### config.mk
export PLATFORM = sky130hd
export DESIGN_NAME = ripple_count_sampler
export DESIGN_NICKNAME = d
export VERILOG_FILES = /design/src/rtl/ripple_count_sampler.sv
export SDC_FILE = /design/constraint.sdc
export NUM_CORES = 1
export LEC_CHECK = 0
export ABC_AREA = 1
export CAP_MARGIN = 20
export CORE_MARGIN = 2
export CORE_UTILIZATION = 54
export DETAILED_ROUTE_END_ITERATION = 12
export HOLD_SLACK_MARGIN = 0.06
export MAX_ROUTING_LAYER = met4
export PLACE_DENSITY = 0.77
export SYNTH_ARGS = -nofsm -noshare
export SYNTH_HDL_FRONTEND = slang
export SYNTH_SLANG_ARGS = --single-unit
### constraint.sdc
create_clock -name clk -period 4 [get_ports clk]
set_input_delay 0.8 -clock clk [delete_from_list [all_inputs] [get_ports clk]]
set_output_delay 0.8 -clock clk [all_outputs]
set_load 0.02 [all_outputs]
### src/rtl/ripple_count_sampler.sv
// Samples an asynchronous ripple-counter value into the clk domain, accepts it once stable
// (or forces it after a timeout) and presents count, delta and wrap over valid/ready.
module ripple_count_sampler #(
  parameter int WIDTH   = 8,
  parameter int STABLE  = 2,
  parameter int TIMEOUT = 16
) (
  input  logic             clk,
  input  logic             reset,
  input  logic [WIDTH-1:0] q_in,
  input  logic             sample_req,
  output logic             busy,
  output logic             valid,
  input  logic             ready,
  output logic [WIDTH-1:0] cnt_out,
  output logic [WIDTH-1:0] delta_out,
  output logic             wrap_out,
  output logic             err_out
);

  localparam int SW = $clog2(STABLE + 1);
  localparam int TW = $clog2(TIMEOUT + 1);
  localparam logic [SW-1:0] STAB_MAX = SW'(STABLE);
  localparam logic [TW-1:0] TOUT_MAX = TW'(TIMEOUT);

  typedef enum logic [1:0] {
    IDLE   = 2'd0,
    SETTLE = 2'd1,
    HOLD   = 2'd2
  } state_t;

  state_t           state;
  logic [WIDTH-1:0] sync1;
  logic [WIDTH-1:0] sync2;
  logic [WIDTH-1:0] ref_val;
  logic [SW-1:0]    stab;
  logic [TW-1:0]    tcnt;
  logic [WIDTH-1:0] last_cnt;

  logic [WIDTH-1:0] ref_nx;
  logic [SW-1:0]    stab_nx;
  logic [TW-1:0]    tcnt_nx;
  logic             stable_hit;
  logic             timeout_hit;
  logic [WIDTH-1:0] captured;

  // Every q_in bit may be mid-ripple when sampled; the second stage filters metastability.
  always_ff @(posedge clk) begin
    // NOTE: sequential state uses non-blocking assignments so every flop samples pre-edge values.
    if (reset) begin
      sync1 <= '0;
      sync2 <= '0;
    end else begin
      sync1 <= q_in;
      sync2 <= sync1;
    end
  end

  // stab == 0 marks the first SETTLE cycle, since IDLE always clears it.
  always_comb begin
    // NOTE: defaults first so no path through this block leaves a signal unassigned (no latches).
    ref_nx  = ref_val;
    stab_nx = stab;
    tcnt_nx = tcnt + 1'b1;
    if (stab == '0) begin
      ref_nx  = sync2;
      stab_nx = SW'(1);
      tcnt_nx = TW'(1);
    end else if (sync2 == ref_val) begin
      stab_nx = stab + 1'b1;
    end else begin
      ref_nx  = sync2;
      stab_nx = SW'(1);
    end
    stable_hit  = (stab_nx == STAB_MAX);
    timeout_hit = (tcnt_nx == TOUT_MAX);
    captured    = stable_hit ? ref_nx : sync2;
  end

  always_ff @(posedge clk) begin
    if (reset) begin
      state     <= IDLE;
      ref_val   <= '0;
      stab      <= '0;
      tcnt      <= '0;
      last_cnt  <= '0;
      cnt_out   <= '0;
      delta_out <= '0;
      wrap_out  <= 1'b0;
      err_out   <= 1'b0;
      busy      <= 1'b0;
      valid     <= 1'b0;
    end else begin
      case (state)
        IDLE: begin
          ref_val <= '0;
          stab    <= '0;
          if (sample_req) begin
            state <= SETTLE;
            busy  <= 1'b1;
          end
        end
        SETTLE: begin
          ref_val <= ref_nx;
          stab    <= stab_nx;
          tcnt    <= tcnt_nx;
          // Stability is checked first so a simultaneous timeout still reports a clean capture.
          if (stable_hit || timeout_hit) begin
            state     <= HOLD;
            valid     <= 1'b1;
            cnt_out   <= captured;
            delta_out <= captured - last_cnt;
            wrap_out  <= (captured < last_cnt);
            err_out   <= !stable_hit;
          end
        end
        HOLD: begin
          if (ready) begin
            last_cnt <= cnt_out;
            state    <= IDLE;
            valid    <= 1'b0;
            busy     <= 1'b0;
          end
        end
        default: begin
          state <= IDLE;
          valid <= 1'b0;
          busy  <= 1'b0;
        end
      endcase
    end
  end

  a_valid_busy : assert property (@(posedge clk) valid |-> busy);

  a_hold_stable : assert property (@(posedge clk) disable iff (reset)
    (valid && !ready) |=> (valid && $stable(cnt_out) && $stable(delta_out)
                           && $stable(wrap_out) && $stable(err_out)));

endmodule

==> reports/metrics.yaml <==
status:
  status: "completed"
hold_path:
  min_path_type: "register to register"
routing:
  drt_iter0_drc: 149
  detail_route.vias_per_cell: 4.98
  wl_per_cell_um: 11.5
  routed-via-count: 2239
  ant_nets: 0
  drcViolationCount: 0
  wl_um: 5160
  dr.pass1.iters: 4
cts:
  clk_pin_slew_ns: 0.07
  worstSkewPairLatency_ns: 0.35
  postCtsHoldBufs: 0
  cts_sinks: 61
  cts_resized: 0
  cts_root_buf: "clkbuf_8"
  clockBufferDepth: 2
  cts_tree: "yes"
  htreeDepth: 3
  cts_buffers: 9
  cts_setup_buffers: 0
sta:
  worst_pin_slew_ns: 0.627
  rsz0062_at_grt: "false"
  fmax_mhz: 437
  max_slew_margin_pct: 58.2
  fin_hold_ws_ns: 0.402
  fin_tns_setup_ns: 0
  period_share_pct: 57.2
  fin_skew_ns: 0.00968
  final-setup-viol-count: 0
  drv_slew: 0
  hold_viol: 0
  min_period_ns: 2.29
finish:
  areaGrowthSynthToFinish_pct: 19.2
  fin_util_pct: 67.4
  drive_above_1_share_pct: 8.09
  num_antenna_cells: 0
  fillCellCount: 411
  stdcell_area_mm2: 0.00322
  final_cell_mix: "nand2_1 (64), dfxtp_1 (61), a21oi_1 (51)"
  final_common_cell: "nand2_1"
  nets: 401
synth:
  synth_seq_area_share_pct: 45.1
  synth-seq-cells: 61
  async_flop_share_pct: 0
  syn_inst: 357
  syn_nets: 380
  synth.distinct_cells: 30
  yosysWarnings: 0
  synthesis.area_mm2: 0.00271
  avgSynthCellArea_um2: 7.58
  synthFlopType: "dfxtp_1"
  synth-edff-count: 0
run:
  cap_violations: 0
placement:
  port_buffers: 31
  gp_congestion: 0.783
  hpwlAfterDp_um: 3590
  placed_cell_area_mm2: 0.00300
power:
  leakage_nw: 1.26
  ir_worst_vdd_mv: 0.264
  power_w: 0.00134
  p_per_area_mw_per_mm2: 417
setup_path:
  cp-start-kind: "register"
  crit_arrival_ns: 2.54
  crit_chain: "inv_1 -> ha_1 -> inv_1 -> nand2_1 -> nor2_1 -> nand2_2 -> nor2_4 -> nand4_4 -> nand2_4 -> nand2_2 -> nor2_1 -> a21oi_2"
  cp.required_ns: 4.25
  slowest_stage: "dfxtp_1"
  slowest_delay_ns: 0.42
  crit_fanout: 20
  endpoint_kind: "register"
  path_class: "register to register"
global_routing:
  grt_max_degree: 47
  grt-ovfl-total: 0
  grt_pass1_vias: 2063
  grt_pass1_wl_um: 8960
  antenna_found_initial: 0
  track_usage_pct: 22.4
floorplanning:
  pin_count: 32
  die_w_um: 74.8
  design.die.area_mm2: 0.00559
  coreArea_mm2: 0.00479
  fp.dieH_um: 74.8
  rows: 25
  start_util_pct: 56.5
[kinds of logic after synthesis]
kind of cell	Yosys count	synth area share (%)
AND/OR/NAND/NOR	129	21.1
XOR/XNOR	8	2.59
AO/OA/AOI/OAI	74	14.4
flip-flops	61	45.1
adder cells (fa/ha/maj)	11	5.37
buffers and inverters	74	11.4
[Yosys cell counts (3+ instances only)]
cell type   n  area share, %
ha_1       10            4.6
inv_2       3           0.42
inv_1      48            6.7
xnor2_1     3           0.97
xor2_1      5            1.6
clkbuf_1   16            2.2
nor2_1     27            3.7
nand4_1     3           0.69
nand2_2     4           0.92
nand2_1    64            8.9
a21oi_1    51            9.4
buf_2       3           0.55
buf_6       3            1.2
nand3_1    26            4.8
dfxtp_1    61             45
o21ai_0    14            2.6
o211ai_1    3           0.83
[power by group]
group | total [W] | switching [W] | internal, W
Sequential | 0.000632 | 0.0000115 | 0.000621
Combinational | 0.0000943 | 0.0000555 | 0.0000388
Clock | 0.000617 | 0.000251 | 0.000366
[flip-flops by register name (all words and copies together) (netlist names)]
register,flops
cnt_out,8
delta_out,8
last_cnt,8
ref_val,8
sync1,8
sync2,8
tcnt,5
stab,2
state,2
busy,1
err_out,1
valid,1
wrap_out,1
[layer usage]
metal / track usage (%) / vias to the layer above / part of all wire (%)
met3: 8.30 / 9 / 5.2
li1: - / 1176 / -
met5: - / - / 0
met2: 35.0 / 47 / 48
met4: 7.94 / 0 / 1.2
met1: 26.6 / 1007 / 46
[path summary, 6_finish.rpt]
kind                  end  cells past startpoint  slack [ns]     start
max          delta_out[7]                     12        1.71   stab[0]
min              sync2[0]                      2        0.40  sync1[0]
max reg2reg  delta_out[7]                     12        1.71   stab[0]
min reg2reg      sync2[0]                      2        0.40  sync1[0]
[layout make-up]
type / count / area (um^2) / share of cell area [%]
Clock buffer: 10 / 138 / 4.27
Multi-Input combinational cell: 222 / 1180 / 36.6
Inverter: 51 / 191 / 5.94
Sequential cell: 61 / 1220 / 37.9
Tap cell: 67 / 83.8 / 2.60
Clock inverter: 6 / 86.3 / 2.68
Timing Repair Buffer: 33 / 325 / 10.1
[stage by stage]
step / instances / setup slack, ns
2_1_floorplan: 357 / 2.18
4_1_cts: 450 / 1.69
5_1_grt: 450 / 1.51
3_3_place_gp: 434 / 1.64
3_5_place_dp: 434 / 1.62
6_report: 450 / 1.71
[critical path: cells and delay by family, from the launching register on]
kind / cells / cell delay, ns
and+or+nand+nor: 8 / 1.23
DFF: 1 / 0.42
buffers and inverters: 2 / 0.24
adders and majority gates: 1 / 0.24
AOI/OAI and AO/OA: 1 / 0.07
No activity file was read; power rests on OpenSTA's default activity.
